File: src/rtl/pc_sequencer.sv
// Program-counter control sequencer: fetches and decodes opcodes, drives PC hold/increment/load
// and keeps a small return-address stack for CALL/RET.
module pc_sequencer #(
  parameter int unsigned DEPTH = 4
) (
  input  logic       clk,
  input  logic       reset,
  input  logic [7:0] rom_data,
  input  logic [7:0] pc,
  input  logic       flag_z,
  input  logic       flag_c,
  input  logic       resume,
  output logic       doJump,
  output logic       immediate,
  output logic       dbus_sel,
  output logic [7:0] dbus_out,
  output logic [7:0] ir,
  output logic       exec,
  output logic       operand_valid,
  output logic       halted,
  output logic       fault
);
  localparam int unsigned AW = $clog2(DEPTH);
  localparam int unsigned CW = AW + 1;

  typedef enum logic [2:0] {FETCH, EXEC1, OPERAND, RETURN, HALTED, FAULT} state_t;

  state_t        state;
  state_t        fetch_next;
  logic [7:0]    ir_q;
  logic [CW-1:0] count;
  logic [CW-1:0] count_m1;
  logic [7:0]    stack [DEPTH];
  logic [7:0]    ret_addr;
  logic          is_jmp, is_call, taken, full, empty, push, pop;

  always_comb begin
    is_jmp   = (ir_q[7:2] == 6'b100000);
    is_call  = (ir_q == 8'h84);
    case (ir_q[1:0])
      2'd0:    taken = 1'b1;
      2'd1:    taken = flag_z;
      2'd2:    taken = flag_c;
      default: taken = ~flag_z;
    endcase
    full     = (count == CW'(DEPTH));
    empty    = (count == '0);
    count_m1 = count - CW'(1);
    ret_addr = stack[count_m1[AW-1:0]];
    // Stack commits are gated by reset so an aborted CALL/RET leaves no trace.
    push     = !reset && (state == OPERAND) && is_call && !full;
    pop      = !reset && (state == RETURN) && !empty;

    if (!rom_data[7])            fetch_next = rom_data[6] ? OPERAND : EXEC1;
    else if (rom_data <= 8'h84)  fetch_next = OPERAND;
    else if (rom_data == 8'h85)  fetch_next = RETURN;
    else if (rom_data == 8'h86)  fetch_next = HALTED;
    else                         fetch_next = EXEC1;
  end

  always_ff @(posedge clk) begin
    if (reset) begin
      state <= FETCH;
      ir_q  <= '0;
      count <= '0;
    end else begin
      case (state)
        FETCH: begin
          ir_q  <= rom_data;
          state <= fetch_next;
        end
        EXEC1:   state <= FETCH;
        OPERAND: state <= (is_call && full) ? FAULT : FETCH;
        RETURN:  state <= empty ? FAULT : FETCH;
        HALTED:  if (resume) state <= FETCH;
        FAULT:   state <= FAULT;
        default: state <= FETCH;
      endcase
      if (push)     count <= count + CW'(1);
      else if (pop) count <= count_m1;
    end
  end

  always_ff @(posedge clk) begin
    if (push) stack[count[AW-1:0]] <= pc + 8'd1;
  end

  always_comb begin
    doJump        = 1'b0;
    immediate     = 1'b0;
    dbus_sel      = 1'b0;
    dbus_out      = '0;
    ir            = '0;
    exec          = 1'b0;
    operand_valid = 1'b0;
    halted        = 1'b0;
    fault         = 1'b0;
    if (!reset) begin
      ir = ir_q;
      case (state)
        FETCH: immediate = 1'b1;
        EXEC1: exec = ~ir_q[7];
        OPERAND: begin
          if (!ir_q[7]) begin
            exec          = 1'b1;
            operand_valid = 1'b1;
            immediate     = 1'b1;
          end else if (is_jmp) begin
            doJump    = taken;
            immediate = ~taken;
          end else if (is_call) begin
            doJump = ~full;
          end
        end
        RETURN: begin
          if (!empty) begin
            doJump   = 1'b1;
            dbus_sel = 1'b1;
            dbus_out = ret_addr;
          end
        end
        HALTED: halted = 1'b1;
        FAULT: begin
          halted = 1'b1;
          fault  = 1'b1;
        end
        default: ;
      endcase
    end
  end
endmodule
File: config.mk
export PLATFORM = sky130hd
export DESIGN_NAME = pc_sequencer
export DESIGN_NICKNAME = d
export VERILOG_FILES = /design/src/rtl/pc_sequencer.sv
export SDC_FILE = /design/constraint.sdc
export NUM_CORES = 1
export LEC_CHECK = 0
export CAP_MARGIN = 20
export CORE_ASPECT_RATIO = 0.7
export CORE_MARGIN = 10
export CORE_UTILIZATION = 45
export CTS_CLUSTER_SIZE = 8
export DETAILED_ROUTE_END_ITERATION = 7
export DONT_BUFFER_PORTS = 1
export PLACE_DENSITY_LB_ADDON = 0.08
export SKIP_CTS_REPAIR_TIMING = 1
export SLEW_MARGIN = 5
export SYNTH_ARGS = -nofsm -noshare
export SYNTH_HDL_FRONTEND = slang
export SYNTH_SLANG_ARGS = --single-unit
export TNS_END_PERCENT = 1
File: constraint.sdc
create_clock -name clk -period 6.4 [get_ports clk]
set_input_delay 0.64 -clock clk [delete_from_list [all_inputs] [get_ports clk]]
set_output_delay 0.64 -clock clk [all_outputs]
set_load 0.005 [all_outputs]
==> results.txt, run 1 <==
- Run status: finished clean
- Clk Latency, worst-skew pair: 290 ps
- The setup check on the worst reg-to-reg path leaves a slack of 3440 ps.
* Final setup violation count: 0
- Entering global routing, the biggest net connects 23 pins.
* Number of iterations in the first detailed-routing pass: 4
* Routed wire length per instance: 18.8 um
- The clock passes through at most 2 buffers.
- Post-synth design cell area: between 2000 and 2500 um^2
- Post-synth ARST share: 0%
- The clock tree synthesis step divided the H-tree into 2 levels.
* Cell types with the highest counts after synthesis: 32 x sky130_fd_sc_hd__edfxtp_1, 14 x sky130_fd_sc_hd__and2_1, 14 x sky130_fd_sc_hd__dfxtp_1
- The synthesized design contains 32 enable-type register cells.
- Period utilisation layout: a little over half
- After the flow finishes, the layout carries non-filler instances totaling 241.
- Synthesis handed over a netlist of 171 instances.
- Pwr per Cell Area: between 200 and 250 nW/um^2
- By area the synthesized netlist is led by sky130_fd_sc_hd__edfxtp_1 43%, sky130_fd_sc_hd__dfxtp_1 13%, sky130_fd_sc_hd__mux4_2 8.1%.
- TritonCTS created 5 clock buffers.
- STA classifies the critical path startpoint as a flop.
* Required time of the critical path: 5760 ps
- RSZ-0062 raised after global routing: false
* Final ANT Viol Nets: 0
- Clock edge transition at the registers on the reported setup and hold paths: approximately 90 ps
- Sinks on Clock Net: 46
- Max-Cap Viols: 0
- Starting density of the core: 46.8%
- Final design utilization: 50.3%
* Yosys warns: 0
* CTS Root Buffer Type: sky130_fd_sc_hd__clkbuf_8
- The HPWL after detailed placement is between 3 and 4 mm.
- Worst path max stage delay: 790 ps
* Die Height: 79.0 um
- Summing over every cut layer, the via total after detailed routing is 1323.
* Maximum clock skew at final layout: 6.39 ps
- Antenna Diode Count: 0
* Seq/Total Area, Yosys: a little under three fifths
- Number of DRC violations after detailed routing: 0
* Routability Congestion: a little under 0.8
- After the first detailed-routing iteration, the DRC count stood at about 110.
- For this design, the slowest cell found on the critical path is sky130_fd_sc_hd__dfxtp_1.
- Count of buffers inserted at the top-level ports: 0
- At the pin with the least slew margin, the transition time is 976 ps.
- Final count of pins violating max slew: 0
- Synth Flop Type: sky130_fd_sc_hd__edfxtp_1
- Wires add up to 4.54 mm.
- The number of global-route vias before repair came to 1324.
- Summed over all cells, the static leakage comes to between 0.0007 and 0.0008 uW.
- The floorplan has 21 rows.
* Share of the synthesized area in the top cell type: 43.0%
* Aggregate global routing overflow: 0
- Final min period: roughly 3400 ps
- Capturing element type of the critical path: output pin
- Critical path fanouts, max: 15
* Number of antenna violations at the first check in global routing: 0
- After the last flow step, the layout net total stands at 198.
- Compared with the post-synthesis result, the final layout area differs by 7.67%.
- In this run the tightest slew margin relative to its limit is between 30% and 40%.
* Min-delay worst type: input port to flop
- TritonCTS built the clock tree.
- When the netlist entered floorplanning its net count stood at roughly 200.
- Fmax achieved: 0.297 GHz
* Count of cell types in the netlist: 42
- Overall fraction of global-route tracks in use: 11.0%
- Area enclosed by the die boundary: 8230 um^2
- Area of the core: roughly 4800 um^2
- Summed over all failing endpoints, the final setup total negative slack is 0 ps.
- Top-count cell post-synth: sky130_fd_sc_hd__edfxtp_1
- Of all cell types, the one taking the most synthesized area is sky130_fd_sc_hd__edfxtp_1.
- The first global-routing pass estimated approximately 7 mm of wire.
* CP cell instances: inv_1 -> ha_1 -> nor2b_1 -> nor3_2 -> and2_1
* Share of layout cells above drive strength 1: 14.0%
- Die outline width: 104 um
* Per-instance average area after synthesis: 13.1 um^2
- Data on the critical path arrives at its endpoint at 2720 ps.
* Number of filler instances in the final layout: 430
- Dividing the detail-routed via count by the number of cells gives 5.49.
* Count of state elements after synthesis: between 40 and 50
- Peak supply drop: 0.000145 V
- Final Hold Viols: 0
- The critical path is of the flop to output pin type.
- During I/O placement, the number of pins put on the boundary was 44.
* Number of placed instances, taps included: 233
## area by class of cell
class | count | area, um^2 | area share (%)
clock buffers | 6 | 72.6 | 3.01
clock inverters | 2 | 37.5 | 1.56
inverters | 4 | 15.0 | 0.624
multi-input cells | 114 | 955 | 39.7
flip-flops and latches | 46 | 1240 | 51.6
well taps | 69 | 86.3 | 3.59
## routing by layer
metal  GRT usage [%]  vias up  wire length, um
met4            2.08        0                9
met2            15.8       28             2040
met1            15.0      652             2220
met5               0        -                0
li1                -      641                -
met3            4.84        2              272
## placed cells by master (no fill, tap or decap), drive strengths merged, types with 2 or more instances in the layout
cell type	n
edfxtp	32
and2	14
dfxtp	14
nor2b	10
mux4	8
nor2	7
o22a	7
xnor2	6
ha	6
nor3	6
clkbuf	6
nand2	5
nand2b	5
inv	4
nand3	4
a21oi	4
or4	4
and3	3
nor4b	3
xor2	2
or3	2
mux2i	2
or2	2
o21ai	2
## through the flow
step	cell area (um^2)	hold WS [ps]	worst slack, ps	total power [uW]
2_1_floorplan	2240	471	3600	385
3_3_place_gp	2300	500	3270	393
3_5_place_dp	2300	526	3250	394
4_1_cts	2410	391	2920	604
5_1_grt	2410	382	2660	625
6_report	2410	408	3040	598
## critical path, delay by kind of cell (launching register included)
| kind | cells | cell delay, ps |
|---|---|---|
| fa+ha+maj | 1 | 300 |
| buf+inv | 1 | 190 |
| simple gates | 3 | 1160 |
| flops | 1 | 790 |
## power breakdown
group	total (uW)	internal, uW	switching [uW]	leakage [uW]
Combinational	50.0	23.0	27.1	0.000341
Clock	211	117	94.5	0.0000514
Sequential	337	329	8.73	0.000403
## logic make-up (layout without fill, tap and decap cells)
family / count (synthesis) / count (layout) / synth area share [%]
XOR/XNOR: 8 / 8 / 3.13
AND/OR/NAND/NOR: 71 / 71 / 20.2
flip-flops: 46 / 46 / 55.5
multiplexers: 10 / 10 / 8.95
adder cells (fa/ha/maj): 6 / 6 / 3.36
AO/OA/AOI/OAI: 19 / 19 / 6.83
buffers and inverters: 11 / 12 / 2.01
## flip-flops by register name, indices dropped and copies added (netlist names)
name	cells
count	3
ir_q	8
stack	32
state	3
## final timing paths
check	start	cells past startpoint	end
max	count[0]$_SDFFE_PP0P_	5	dbus_out[6]
min	reset	1	state[2]$_SDFFE_PP0P_
max reg2reg	count[0]$_SDFFE_PP0P_	5	stack[3][7]$_DFFE_PP_
min reg2reg	count[2]$_SDFFE_PP0P_	1	count[2]$_SDFFE_PP0P_
Power figures use the tool's default switching activity.
==> run 2, diff against run 1 <==
- clock period: 6.4 -> 3 ns (I/O delays scaled with it)
==> run 2 against run 1 <==
Net effect:
- setup slack got worse by 2300 ps
- combinational power rose by 120%
- largest cell class unchanged
- clock-buffer cell count stayed put
- cell count rose by 0.83%
- clock power grew 71%
- non-clock buffer count up 2
- sequential share of layout area increased by 0.30 points
- first-iteration DRC count increased by 8.1%
- via count is 3.8% higher
- final area is 0.57% lower
==> results.txt, run 2 (synthesis gave the netlist of run 1 again) <==
- The final setup skew is 3.33 ps (-3.05 ps).
- Source of the worst hold timing path: reset
- The number of cells on the worst reg-to-reg path is 5 (unchanged).
- The power per unit of standard cell area came to 497 nW/um^2 (+100%).
- Routed wire length per instance: 21.0 um (+11%)
- The worst register-to-register path begins at count[1]$_SDFFE_PP0P_.
- Final count of pins violating max slew: 0 (unchanged)
- The area of the core region came to 4780 um^2 (unchanged).
- Die outline width: 104 um (unchanged)
- The number of top-level pins was 44 (unchanged).
* Final Total Pwr: 1190 uW (+99%)
* Detailed Route Iter0 Violations: 120 (+8.1%)
* Final setup violation count: 0 (unchanged)
- Broken down by cell family, the worst path's largest delay share belongs to simple AND/OR/NAND/NOR gates.
* Clock buffer depth: 2 (unchanged)
- Routability Congestion: 0.751 (-5.1%)
- Max stage delay cell, worst path: sky130_fd_sc_hd__or4b_4
- The data arrival at the endpoint of the critical path was 2220 ps (-500 ps).
- Clk Latency, worst-skew pair: 290 ps (about the same)
- The net count of the finished layout came to 200 (+1.0%).
* Highest Signal Layer: met4
- The number of global-route vias before repair is 1425 (+7.6%).
- The initial antenna violation count came to 0 (unchanged).
- The starting density of the core came to 46.8% (unchanged).
* Worst slew margin: 58.4% (+24 points)
* Via Count: 1373 (+3.8%)
* Min-delay worst type: input port to flop
- Critical path fanouts, max: 8 (-7)
- Antenna Diode Count: 0 (unchanged)
- The CTS buffer count is 5 (unchanged).
- The total negative setup slack was 0 ps (unchanged).
* Global-route wire length before repair: 8.29 mm (+15%)
* Clock edge transition at the registers on the reported setup and hold paths: 80 ps (about the same)
* Aggregate global routing overflow: 0 (unchanged)
- Layout area overhead: 7.05%
- Final min period: approximately 2300 ps
- Area enclosed by the die boundary: 8230 um^2 (unchanged)
- Worst Setup Slack post-DPL: 705 ps (-2550 ps)
- Final HPWL from detailed placement: 3.89 mm (+14%)
* Met2 routed wirelength: 2.07 mm (+1.7%)
- Number of placement rows: 21 (unchanged)
* Fmax achieved: 0.436 GHz
* Run status: finished clean
- Number of buffer and inverter instances along the worst setup path: 1 (unchanged)
* Required time of the critical path: 2930 ps (-2830 ps)
* Most common library cell in the layout ignoring fill and taps: sky130_fd_sc_hd__edfxtp_1
* Worst min-delay path endpoint: state[2]$_SDFFE_PP0P_
* Actual slew at the worst max-slew pin: 622 ps (-354 ps)
- The number of sinks driven by the clock tree was 46 (unchanged).
- Share of layout cells above drive strength 1: 14.4% (+0.41 points)
- The count of TritonRoute iterations in the first routing pass is 4 (unchanged).
- Walking the worst path, the cells encountered are inv_1 -> ha_1 -> and2_1 -> or4b_4 -> nor2_1.
* Met1 Wirelength: 2.52 mm (+14%)
- The least setup slack across all paths after layout is 709 ps (-2330 ps).
- The max-capacitance violation count came to 0 (unchanged).
* Peak supply drop: 0.000310 V (+110%)
- Category of the most critical setup path: flop to flop
* Number of placed instances, taps included: 235 (+0.86%)
- Capturing element type of the critical path: flop
* Count of buffers inserted at the top-level ports: 0 (unchanged)
* CTS Root Buffer Type: sky130_fd_sc_hd__clkbuf_8
* Die Height: 79.0 um (unchanged)
* Total length of routed met3 wires: 451 um (+66%)
- Period utilisation layout: 76.4%
* Number of DRC violations after detailed routing: 0 (unchanged)
* Total length of routed wires: 5.10 mm (+12%)
* P_leak: 0.000797 uW (+0.27%)
- The worst register-to-register path ends at stack[3][1]$_DFFE_PP_.
- RSZ-0062 raised after global routing: false
- The number of cells in the finished layout apart from fillers was 243 (+0.83%).
- Commonest cells after routing, fill and taps aside: 32 x sky130_fd_sc_hd__edfxtp_1, 14 x sky130_fd_sc_hd__and2_1, 14 x sky130_fd_sc_hd__dfxtp_1
- The number of antenna-violating nets in the routed design came to 0 (unchanged).
- Nature of the critical path startpoint: flop
- The detail-routed via count per cell was 5.65 (+2.9%).
- The number of flip-flops in the largest register was 32 (unchanged).
- Worst path max stage delay: 520 ps (-270 ps)
- The maximum number of pins on one net before global-route repair is 23 (unchanged).
- The instance count along the most critical hold path was 1 (unchanged).
- Overall fraction of global-route tracks in use: 12.8% (+1.8 points)
- Final Hold Viols: 0 (unchanged)
- Register-to-register setup slack: 710 ps (-2730 ps)
- TritonCTS built the clock tree.
* H-tree depth: 2 (unchanged)
run 2: cell count changes in the layout (fill, tap and decap cells not counted), sizes merged:
| cell | change |
|---|---|
| clkinvlp | -1 |
| clkinv | +2 |
| bufinv | -1 |
| buf | +2 |
run 2: power breakdown:
part	leakage [uW]	switching (uW)	internal (uW)
clock	0.0000426	199	160
sequential	0.000403	17.7	701
combinational	0.000352	61.1	49.2
run 2: layer usage:
layer | global-route usage, % | vias up
li1 | - | 644
met4 | 4.16 | 0
met1 | 18.8 | 678
met3 | 4.19 | 5
met2 | 17.0 | 46
met5 | 0 | -
run 2: how the worst max path moves through the flow:
stage,from,endpoint,slack [ps],depth (start not counted)
2_1_floorplan,count[0]$_SDFFE_PP0P_,stack[3][0]$_DFFE_PP_,320,6
3_3_place_gp,ir_q[3]$_SDFFE_PP0P_,stack[3][0]$_DFFE_PP_,790,3
3_5_place_dp,count[1]$_SDFFE_PP0P_,stack[3][0]$_DFFE_PP_,700,5
4_1_cts,count[1]$_SDFFE_PP0P_,stack[3][5]$_DFFE_PP_,700,5
5_1_grt,count[1]$_SDFFE_PP0P_,stack[3][4]$_DFFE_PP_,570,5
6_report,count[1]$_SDFFE_PP0P_,stack[3][1]$_DFFE_PP_,710,5
run 2: metrics by stage:
stage | area [um^2] | hold slack, ps | utilization [%]
floorplan | 2240 | 441 | -
CTS | 2390 | 56.4 | 50.1
finish | 2390 | 65.6 | 50.1
detailed placement | 2310 | 374 | 48.4
global placement | 2310 | 374 | 48.4
global route | 2390 | 48.8 | 50.1
run 2: cell type report:
class | count | area (um^2)
sequential | 46 | 1240
clock buffer | 6 | 72.6
clock inverter | 2 | 8.76
multi-input combinational | 114 | 955
tap | 69 | 86.3
fill | 443 | 2390
inverter | 4 | 15.0
timing repair buffer | 2 | 15.0
==> run 3, diff against run 2 <==
- clock period: 3 -> 2.3 ns (I/O delays scaled with it)
==> run 3 against run 2 <==
Net effect:
- final area is 1.9% higher
- register-to-register slack worse by 500 ps
- critical path type is now flop to output pin
- first-iteration DRC count is 54% lower
- clock power is 33% higher
- global-route usage is 0.86 points lower
- setup slack worse by 570 ps
- flip-flop and latch count stayed put
==> results.txt, run 3 (synthesis gave the netlist of run 1 again) <==
- Area enclosed by the die boundary: 8230 um^2 (unchanged)
- The run finished with clean final reports.
* Overall fraction of global-route tracks in use: 12.0% (-0.86 points)
- The overall overflow remaining after global route was 0 (unchanged).
* Number of primary I/O pins: 44 (unchanged)
- Number of antenna violations at the first check in global routing: 0 (unchanged)
- The buffer levels on the longest clock path came to 2 (unchanged).
* CTS Root Buffer Type: sky130_fd_sc_hd__clkbuf_8
- The library cells used most frequently in the layout, excluding fill and tap cells, are 32 x sky130_fd_sc_hd__edfxtp_1, 14 x sky130_fd_sc_hd__and2_1, 14 x sky130_fd_sc_hd__dfxtp_1.
- Largest net degree at the start of global routing: 23 (unchanged)
* Number of placed instances, taps included: 239 (+1.7%)
- Actual slew at the worst max-slew pin: 471 ps (-151 ps)
* Final min period: 2160 ps
- The fraction of power spent switching nets came to 24.1% (+0.68 points).
- Number of nets at the end of the flow: 205 (+2.5%)
- Max-Cap Viols: 0 (unchanged)
* Min-delay worst type: input port to flop
* Final Total Pwr: 1570 uW (+32%)
- The number of flip-flops in the largest register is 32 (unchanged).
* Peak supply drop: 0.000345 V (+11%)
- The depth of the CTS H-tree was 2 (unchanged).
- Number of DRC violations after detailed routing: 0 (unchanged)
* Maximum clock skew at final layout: 5.72 ps (+2.38 ps)
- The total setup violations reported at the end of the flow was 0 (unchanged).
- Via count of the first global-routing pass: 1419 (-0.42%)
* Global-route wire length before repair: 7.74 mm (-6.6%)
* Detailed Route Iter0 Violations: 55 (-54%)
- The proportion of power drawn by combinational gates was 10.2% (+0.9 points).
* Final Hold Viols: 0 (unchanged)
- Register-to-register setup slack: 210 ps (-500 ps)
- The floorplan row count was 21 (unchanged).
- Final design utilization: 51.0% (+0.97 points)
* Routability Congestion: 0.828 (+10%)
- Routed wire length per instance: 20.2 um (-3.6%)
* Nature of the critical path startpoint: flop
- TritonCTS built the clock tree.
- The instance count along the most critical hold path is 1 (unchanged).
* Sinks on Clock Net: 46 (unchanged)
* Sequential cell fraction of total power: 59.3% (-1.2 points)
- The area of the core region came to 4780 um^2 (unchanged).
- The detail-routed via count per cell came to 5.58 (-1.2%).
- The routed via count came to 1384 (+0.80%).
- Origin of the critical flop-to-flop path: count[1]$_SDFFE_PP0P_
- The detailed placer's ending HPWL came to 3.74 mm (-3.8%).
* Required time of the critical path: 2070 ps (-860 ps)
- The design internal power is 1190 uW (+31%).
- Final ANT Viol Nets: 0 (unchanged)
- The total negative setup slack is 0 ps (unchanged).
* Finished Layout Cells: 248 (+2.1%)
- Die outline width: 104 um (unchanged)
- The wire length reported by the detailed router is 5.02 mm (-1.6%).
- Final count of pins violating max slew: 0 (unchanged)
* Source of the worst hold timing path: rom_data[6]
- RSZ-0062 raised after global routing: false
* Clk Latency, worst-skew pair: 290 ps (about the same)
- Pwr per Cell Area: 644 nW/um^2 (+30%)
* Capturing element type of the critical path: output pin
- The CTS buffer count came to 5 (unchanged).
* Category of the most critical setup path: flop to output pin
- Depth of the worst register-to-register path: 5 (unchanged)
* Worst reg2reg endpoint: stack[3][6]$_DFFE_PP_
- The number of diodes came to 0 (unchanged).
- The library cell used most frequently in the layout, excluding fill and tap cells, is sky130_fd_sc_hd__edfxtp_1.
* Number of iterations in the first detailed-routing pass: 4 (unchanged)
- The clock-pin transition on the worst setup and hold timing paths came to 80 ps (about the same).
* Period utilisation layout: a little over nine tenths
* Portion of total power attributed to the clock network: 30.5% (+0.2 points)
- Relative to the synthesized area, the layout overhead comes to 9.12%.
* Count of buffers inserted at the top-level ports: 0 (unchanged)
* Worst min-delay path endpoint: ir_q[6]$_SDFFE_PP0P_
- The starting density of the core was 46.8% (unchanged).
- Fmax achieved: ~0.46 GHz
- Worst slew margin: 68.6% (+10 points)
- The largest fanout on the critical path is 6 (-2).
- Sw power: 378 uW (+36%)
- Die Height: 79.0 um (unchanged)
- P_leak: 0.000822 uW (+3.1%)
* Share of layout cells above drive strength 1: 17.3% (+3.0 points)
- Arrival time of data at the critical path endpoint: 1930 ps (-290 ps)
[run 3: cell types whose count changed in the layout (fill, tap and decap cells not counted)]
| cell | change |
|---|---|
| sky130_fd_sc_hd__nor2_1 | -1 |
| sky130_fd_sc_hd__clkbuf_1 | -1 |
| sky130_fd_sc_hd__buf_4 | +4 |
| sky130_fd_sc_hd__clkinvlp_4 | +1 |
| sky130_fd_sc_hd__dlygate4sd3_1 | +1 |
| sky130_fd_sc_hd__nor2_2 | +1 |
[run 3: area by class of cell]
class | count | area [um^2]
sequential | 46 | 1240
multi-input combinational | 114 | 957
clock buffer | 5 | 68.8
inverter | 4 | 15.0
tap | 69 | 86.3
clock inverter | 3 | 16.3
fill | 430 | 2340
timing repair buffer | 7 | 55.1
[run 3: critical path, stage by stage, from the launching register on]
cell	delay, ps
sky130_fd_sc_hd__dfxtp_1	310
sky130_fd_sc_hd__or4_4	580
sky130_fd_sc_hd__or4_1	410
sky130_fd_sc_hd__nor3_1	170
sky130_fd_sc_hd__or3_1	170
[run 3: stage by stage]
step,hold slack (ps),area (um^2),setup slack [ps]
final,74.4,2440,139
after global routing,59.4,2440,47.6
after CTS,-16.7,2430,129
after detailed placement,305,2340,219
after global placement,304,2340,262
after floorplan,371,2240,22.1
[run 3: how the worst max path moves through the flow]
| stage | startpoint | to | cells past startpoint |
|---|---|---|---|
| after detailed placement | count[1]$_SDFFE_PP0P_ | stack[3][5]$_DFFE_PP_ | 5 |
| after CTS | ir_q[3]$_SDFFE_PP0P_ | doJump | 4 |
| after floorplan | count[0]$_SDFFE_PP0P_ | stack[3][0]$_DFFE_PP_ | 6 |
| after global routing | ir_q[3]$_SDFFE_PP0P_ | doJump | 4 |
| after global placement | ir_q[3]$_SDFFE_PP0P_ | stack[3][4]$_DFFE_PP_ | 3 |
| final | ir_q[3]$_SDFFE_PP0P_ | doJump | 4 |
[run 3: metal layers]
layer | global-route usage [%] | part of all wire [%] | up-vias
met1 | 15.2 | 47 | 686
met4 | 4.16 | 0.48 | 0
li1 | - | - | 654
met3 | 5.65 | 9.7 | 2
met5 | 0 | 0 | -
met2 | 17.6 | 43 | 42
[run 3: power groups by stage]
stage | registers [uW] | clock network (uW) | logic, uW
5_1_grt | 936 | 523 | 176
6_report | 932 | 479 | 160
3_5_place_dp | 951 | 0 | 157
4_1_cts | 932 | 485 | 157
3_3_place_gp | 950 | 0 | 151
2_1_floorplan | 946 | 0 | 127
